<file path="config.mk">
export PLATFORM = sky130hd
export DESIGN_NAME = mem_wb_stage
export DESIGN_NICKNAME = d
export VERILOG_FILES = /design/src/rtl/mem_wb_stage.sv
export SDC_FILE = /design/constraint.sdc
export NUM_CORES = 1
export LEC_CHECK = 0
export CORE_MARGIN = 4
export CORE_UTILIZATION = 32
export DETAILED_ROUTE_END_ITERATION = 8
export PLACE_DENSITY = 0.76
export RECOVER_POWER = 25
export SYNTH_ARGS = -nofsm -noshare
export SYNTH_HDL_FRONTEND = slang
export SYNTH_SLANG_ARGS = --single-unit
</file>
<file path="constraint.sdc">
create_clock -name clk -period 4.04 [get_ports clk]
set_clock_uncertainty 0.1 [all_clocks]
set_input_delay 0.808 -clock clk [delete_from_list [all_inputs] [get_ports clk]]
set_output_delay 0.808 -clock clk [all_outputs]
set_load 0.005 [all_outputs]
</file>
<file path="src/rtl/mem_wb_stage.sv">
// Purpose: MIPS back end; performs the data-memory access of an EX result and drives the register-file write port.
// Latency: ALU op writes 1 cycle after accept; load writes 1 cycle after mem_ready; stores never write.
// Backpressure: freeze (registered, = state MEM) holds upstream while a memory access is outstanding.
//
// Ports:
//   clk, rst                      clock, synchronous active-high reset
//   in_valid, ALU_Res, Reg2, Dest, MEM_R_EN, MEM_W_EN, WB_EN   EX-stage result
//   freeze                        upstream hold
//   mem_req, mem_we, mem_addr, mem_wdata, mem_rdata, mem_ready  data-memory handshake
//   WB_Write_Enable, WB_Dest, WB_Data                            register-file write port
module mem_wb_stage #(
  parameter int DATA_W = 32,
  parameter int REG_W  = 5
) (
  input  logic              clk,
  input  logic              rst,
  input  logic              in_valid,
  input  logic [DATA_W-1:0] ALU_Res,
  input  logic [DATA_W-1:0] Reg2,
  input  logic [REG_W-1:0]  Dest,
  input  logic              MEM_R_EN,
  input  logic              MEM_W_EN,
  input  logic              WB_EN,
  output logic              freeze,
  output logic              mem_req,
  output logic              mem_we,
  output logic [DATA_W-1:0] mem_addr,
  output logic [DATA_W-1:0] mem_wdata,
  input  logic [DATA_W-1:0] mem_rdata,
  input  logic              mem_ready,
  output logic              WB_Write_Enable,
  output logic [REG_W-1:0]  WB_Dest,
  output logic [DATA_W-1:0] WB_Data
);

  typedef enum logic [1:0] {
    S_IDLE = 2'd0,
    S_MEM  = 2'd1,
    S_WB   = 2'd2
  } state_t;

  state_t              r_state;
  logic                r_freeze;
  logic                r_mem_req;
  logic                r_mem_we;
  logic [DATA_W-1:0]   r_mem_addr;
  logic [DATA_W-1:0]   r_mem_wdata;
  logic [REG_W-1:0]    r_dest;
  logic                r_is_load;
  logic                r_wb_en;
  logic                r_wb_we;
  logic [REG_W-1:0]    r_wb_dest;
  logic [DATA_W-1:0]   r_wb_data;

  logic                w_accept;
  logic                w_is_mem;

  // A new op can enter whenever no memory access is outstanding, including
  // the WB cycle: the write in flight lives in its own output registers.
  assign w_accept = in_valid && (r_state != S_MEM);
  assign w_is_mem = MEM_R_EN | MEM_W_EN;

  always_ff @(posedge clk) begin
    if (rst) begin
      r_state     <= S_IDLE;
      r_freeze    <= 1'b0;
      r_mem_req   <= 1'b0;
      r_mem_we    <= 1'b0;
      r_mem_addr  <= '0;
      r_mem_wdata <= '0;
      r_dest      <= '0;
      r_is_load   <= 1'b0;
      r_wb_en     <= 1'b0;
      r_wb_we     <= 1'b0;
      r_wb_dest   <= '0;
      r_wb_data   <= '0;
    end else begin
      // Write strobe is a one-cycle pulse unless re-armed below.
      r_wb_we <= 1'b0;
      case (r_state)
        S_MEM: begin
          // Request fields stay frozen until the memory completes.
          if (mem_ready) begin
            r_freeze  <= 1'b0;
            r_mem_req <= 1'b0;
            r_mem_we  <= 1'b0;
            if (r_is_load && r_wb_en) begin
              r_state   <= S_WB;
              r_wb_we   <= |r_dest;   // $zero is never written
              r_wb_dest <= r_dest;
              r_wb_data <= mem_rdata;
            end else begin
              r_state <= S_IDLE;
            end
          end
        end
        default: begin
          if (w_accept) begin
            r_dest    <= Dest;
            r_is_load <= MEM_R_EN;   // read wins when both enables are set
            r_wb_en   <= WB_EN;
            if (w_is_mem) begin
              r_state     <= S_MEM;
              r_freeze    <= 1'b1;
              r_mem_req   <= 1'b1;
              r_mem_we    <= MEM_W_EN & ~MEM_R_EN;
              r_mem_addr  <= {ALU_Res[DATA_W-1:2], 2'b00};
              r_mem_wdata <= Reg2;
            end else if (WB_EN) begin
              r_state   <= S_WB;
              r_wb_we   <= |Dest;
              r_wb_dest <= Dest;
              r_wb_data <= ALU_Res;
            end else begin
              r_state <= S_IDLE;
            end
          end else begin
            r_state <= S_IDLE;
          end
        end
      endcase
    end
  end

  assign freeze          = r_freeze;
  assign mem_req         = r_mem_req;
  assign mem_we          = r_mem_we;
  assign mem_addr        = r_mem_addr;
  assign mem_wdata       = r_mem_wdata;
  assign WB_Write_Enable = r_wb_we;
  assign WB_Dest         = r_wb_dest;
  assign WB_Data         = r_wb_data;

endmodule

</file>
==> metrics.md, run 1 <==
| Metric | Value |
|---|---|
| Seq/Total Area, Yosys | between 40% and 50% |
| Via count | 4417 |
| Top cell type's share of synthesized area | 47.68% |
| Hold_buf cts | 0 |
| TritonRoute pass-1 iters | 4 |
| CP required | 4130 ps |
| Share of layout cells above drive strength 1 | roughly a tenth |
| Antenna Diode Count | 0 |
| Post-route cell area | ~7000 sq um |
| Slew HR | -20.64% |
| Die Width | 128.7 um |
| Most frequent cells in the layout | nand2_1, clkdlybuf4s50_1, dfxtp_1 |
| Vias in the first global route | 4277 |
| I/O Pins | 213 |
| Routed Antenna Nets | 0 |
| Avg WL per Cell | ~16 um |
| Crit path from | in_valid |
| Number of port buffers | 210 |
| Period minus WS final | between 2000 and 3000 ps |
| Yosys warning count | 0 |
| Period utilization | a little under three quarters |
| Worst-margin pin slew | between 1500 and 2000 ps |
| Post-Syn Instances | approximately 540 |
| Largest net degree at the start of global routing | 60 |
| Pwr dens | around 370 nW/um^2 |
| CTS root buf | clkbuf_16 |
| Clock Latency Late Sink | approximately 350 ps |
| TritonCTS clock tree | yes |
| Final setup fails | 0 |
| Worst setup EP type | flip-flop |
| Violation count after the first detailed-route iteration | between 200 and 250 |
| Yosys top cell by area | dfxtp_1 |
| Final TNS setup | 0 ps |
| Hold Path Class | flip-flop to flip-flop |
| H-tree depth | 3 |
| Failing checks | capacitance limit, slew limit |
| Final core occ | between 50% and 60% |
| CORE AREA | between 10000 and 15000 sq um |
| Vias per inst | 4.859 |
| Crit path DAT | between 2000 and 3000 ps |
| Critical path peak fanout | 38 |
| # nets final | ~830 |
| Routability cong. | approximately 0.76 |
| Most common cell after layout, fill and taps aside | nand2_1 |
| Starting Density | 33.06% |
| DRC Markers | 0 |
| WS Path Type | primary input to flip-flop |
| Initial antenna violation count | 0 |
| Hold path startpoint | mem_addr[15] |
| CTS Buffer Depth | 2 |
| Total placed instance area | between 6000 and 7000 sq um |
| Clock slew at reported path FFs | 70 ps |
| DP Wirelength | 10140 um |
| Peak Freq | 349.3 MHz |
| Drt total wl | between 10000 and 15000 um |
| Rows | 43 |
| GR Util All Layers | 16.90% |
| # resized after CTS | 0 |
| CTS buffer count | 9 |
| Reg-to-reg startpoint | r_state[1] |
| Total Power | 2615 uW |
| Static Leak | 0.002613 uW |
| Max-cap violation count | 1 |
| Register area | ~2200 sq um |
| CTS Sinks | between 100 and 150 |
| Area delta synth->final | 51.38% |
| Post-synth cell types | 29 |
| Crit path launch type | primary input |
| Chip height | between 100 and 150 um |
| Synthesized area per cell | between 8 and 9 sq um |
| First-pass GRT wire length | about 23000 um |
| Synthesized flop and latch total | ~110 |
| Area of the multi-input gates | roughly 2100 sq um |
| Peak supply drop | between 0.2 and 0.3 mV |
| Die area | 16560 sq um |
| Max Slew Vio Count | 47 |
| Final-layout fill cell count | 1363 |
| Post-CTS Setup Inserts | 0 |
| Endpoints failing hold | 0 |
| Outcome | complete, but fails checks |
| Global route total overflow | 0 |
| Ranking of synthesized cells by area | dfxtp_1, nand2_1, a21oi_1 |
| Synth Cell Area | roughly 4700 sq um |
| RSZ-0062 raised after global routing | no |
worst max-delay path: stages:
cell and delay [ps]:
clkdlybuf4s50_1 700, nand2_1 180, o21bai_4 130, buf_4 300
and2_4 610, a311oi_2 190
metrics by stage:
step,hold WS [ps],cells,worst slack [ps]
5_1_grt,365.0,909,865.0
2_1_floorplan,344.0,543,2110
6_report,349.8,909,1177
3_5_place_dp,346.2,893,813.1
4_1_cts,356.0,909,1204
3_3_place_gp,340.4,893,902.8
synth_stat cells:
| cell | count |
|---|---|
| a21oi_1 | 97 |
| a21oi_2 | 12 |
| a311oi_1 | 7 |
| a311oi_2 | 30 |
| a31oi_1 | 1 |
| and2_4 | 1 |
| and3b_1 | 1 |
| buf_1 | 1 |
| buf_12 | 1 |
| buf_2 | 10 |
| buf_4 | 8 |
| buf_6 | 14 |
| clkbuf_1 | 17 |
| conb_1 | 1 |
| dfxtp_1 | 111 |
| nand2_1 | 206 |
| nand2b_1 | 3 |
| nand3_1 | 6 |
| nand3b_1 | 1 |
| nand4b_1 | 1 |
| nor2_1 | 3 |
| nor2b_1 | 2 |
| nor3b_4 | 1 |
| nor4b_1 | 1 |
| o2111ai_1 | 1 |
| o211ai_1 | 1 |
| o21bai_2 | 1 |
| o31ai_4 | 1 |
| or4_1 | 2 |
logic make-up after synthesis:
logic type      count (synthesis)  share of synthesized area, %
compound gates                151                         24.83
buf+inv                        51                         7.624
other cells                     1                       0.08046
flops                         111                         47.68
simple gates                  228                         19.79
cell type report:
type                       count  share of cell area [%]
tap                          180                   3.192
clock inverter                 5                   1.153
sequential                   111                   31.49
timing repair buffer         221                   30.93
multi-input combinational    381                   29.79
clock buffer                  11                   3.440
path summary, 6_finish.rpt:
path / endpoint / slack (ps) / depth (start not counted)
worst max-delay path: WB_Data[4] / 1180 / 6
worst min-delay path: mem_addr[15] / 350 / 2
worst max register to register: r_wb_en / 1230 / 4
worst min register to register: mem_addr[15] / 350 / 2
power by group:
group          internal, uW  switching, uW
logic                   247            224
clock network           561            399
registers              1150           30.3
sequential cells by signal, summed over array words and instances (netlist names):
signal           flops
WB_Data             32
WB_Dest              5
WB_Write_Enable      1
mem_addr            30
mem_req              1
mem_wdata           32
mem_we               1
r_dest               5
r_is_load            1
r_state              2
r_wb_en              1
metal layers:
metal / GRT usage, % / up-vias / share of wire, %
met3: 5.147 / 12 / 6.4
li1: - / 2207 / -
met4: 4.200 / 0 / 1.3
met1: 21.08 / 2073 / 43
met2: 28.57 / 125 / 49
met5: 0 / - / 0
Note: power is estimated with default switching activity, not from simulation.
==> run 2: changes to the inputs <==
- clock period: 4.04 -> 2.98 ns (I/O delays scaled with it)
==> run 2 against run 1 <==
The run now ends clean. Count of clock-buffer cells in the layout up 2. Non-clock buffer count up 4. Flip-flop and latch count unchanged. Worst hold slack about the same. Global-route usage up 0.067 points. Sequential share of layout area down 0.20 points. Via count up 1.0%. Largest power group unchanged.
==> metrics.md, run 2 (synthesis results as in run 1) <==
| Metric | Value |
|---|---|
| Pwr dens | 496.0 nW/um^2 (+34%) |
| Max Slew Vio Count | 0 (-100%) |
| GR Util All Layers | 16.97% (+0.067 points) |
| Critical path peak fanout | 17 (-55%) |
| Hold_buf cts | 0 (unchanged) |
| Most frequent cells in the layout | nand2_1, clkdlybuf4s50_1, dfxtp_1 |
| CTS buffer count | 9 (unchanged) |
| # resized after CTS | 0 (unchanged) |
| Starting Density | 33.06% (unchanged) |
| Number of port buffers | 210 (unchanged) |
| CP required | 3150 ps (-980 ps) |
| Final setup fails | 0 (unchanged) |
| CTS Sinks | 111 (unchanged) |
| Cell family with most CP delay | buffers and inverters |
| H-tree depth | 3 (unchanged) |
| Via count | 4463 (+1.0%) |
| Rows | 43 (unchanged) |
| Outcome | complete, no violations |
| Worst hold slack | 349.5 ps (-0.3510 ps) |
| Share of layout cells above drive strength 1 | 10.52% (+0.37 points) |
| TritonRoute pass-1 iters | 4 (unchanged) |
| Most common cell after layout, fill and taps aside | nand2_1 |
| CTS root buf | clkbuf_16 |
| Vias per inst | 4.894 (+0.71%) |
| Post-CTS Setup Inserts | 0 (unchanged) |
| Endpoints failing hold | 0 (unchanged) |
| Drt total wl | 14360 um (-0.46%) |
| Routability cong. | 0.7748 (+2.0%) |
| TritonCTS clock tree | yes |
| Die Width | 128.7 um (unchanged) |
| Global route total overflow | 0 (unchanged) |
| Dpl ws | 457.2 ps (-355.9 ps) |
| Period utilization | a little under 80% |
| Vias in the first global route | 4371 (+2.2%) |
| RSZ-0062 raised after global routing | no |
| Period minus WS final | ~2300 ps |
| Clock slew at reported path FFs | 70 ps (about the same) |
| Register area | 2222 sq um (unchanged) |
| Final-layout fill cell count | 1360 (-0.22%) |
| WS Path Type | primary input to flip-flop |
| Slew HR | 45.78% (+66 points) |
| DP Wirelength | 10330 um (+1.8%) |
| CORE AREA | 14100 sq um (unchanged) |
| Worst-margin pin slew | 813.3 ps (-996.3 ps) |
| Slowest CP cell | clkbuf_1 |
| I/O Pins | 213 (unchanged) |
| Crit path buffers/inverters | 2 (unchanged) |
| DRC Markers | 0 (unchanged) |
| Die area | 16560 sq um (unchanged) |
| Sequence of cells on the critical path | clkdlybuf4s50_1 > nor2_1 > nand3b_1 > clkbuf_1 > nand2_1 > a21oi_1 |
| Crit path launch type | primary input |
| Static Leak | 0.002627 uW (+0.54%) |
| Largest net degree at the start of global routing | 49 (-18%) |
| Highest cell delay on the worst timing path | 640 ps (-60 ps) |
| Area delta synth->final | 52.35% |
| Hold Path Class | flip-flop to flip-flop |
| Avg WL per Cell | 15.75 um (-0.79%) |
| Worst setup EP type | flip-flop |
| Initial antenna violation count | 0 (unchanged) |
| # nets final | 836 (+0.48%) |
| Antenna Diode Count | 0 (unchanged) |
| Violation count after the first detailed-route iteration | 233 (+11%) |
| Area of the multi-input gates | 2102 sq um (unchanged) |
| Final TNS setup | 0 ps (unchanged) |
| First-pass GRT wire length | 22340 um (-1.1%) |
| Peak Freq | roughly 430 MHz |
| Chip height | 128.7 um (unchanged) |
| Routed Antenna Nets | 0 (unchanged) |
| Post-route setup slack | 639.3 ps (-537.5 ps) |
| Max-cap violation count | 0 (-1) |
| Peak supply drop | 0.3901 mV (+52%) |
| Clock Latency Late Sink | 340 ps (about the same) |
| Crit path DAT | 2510 ps (-440 ps) |
| CTS Buffer Depth | 2 (unchanged) |
## run 2: metrics by stage
step	area (sq um)	utilization [%]	cells	power, uW
floorplan	4664	-	543	1952
global placement	6789	48.16	897	2297
detailed placement	6789	48.16	897	2306
CTS	7107	50.42	912	3589
global route	7101	50.37	912	3698
finish	7101	50.37	912	3522
## run 2: area by class of cell
cell class | instances | area share (%)
clock buffer | 13 | 3.947
clock inverter | 2 | 0.5286
multi-input combinational | 381 | 29.60
sequential | 111 | 31.30
tap | 180 | 3.172
timing repair buffer | 225 | 31.45
## run 2: tightest hold or removal path, cell delays in order (launching register included)
cell	delay (ps)
dfxtp_1	310
nand2_1	50
a21oi_1	50
## run 2: final timing paths
check | start | to | slack, ps | cells past startpoint
max reg2reg | r_state[1] | mem_wdata[21] | 710 | 5
min reg2reg | mem_wdata[6] | mem_wdata[6] | 350 | 2
max | MEM_R_EN | mem_wdata[21] | 640 | 6
min | mem_wdata[6] | mem_wdata[6] | 350 | 2
## run 2: metal layers
layer  global-route usage, %  share of wire [%]
met2                   29.24                 48
met4                   4.694                2.2
met5                       0                  0
met1                   19.37                 41
met3                   7.015                7.9
## run 2: power by group
group | switching, uW | internal, uW
sequential | 42.1 | 1560
clock | 533 | 740
combinational | 303 | 339
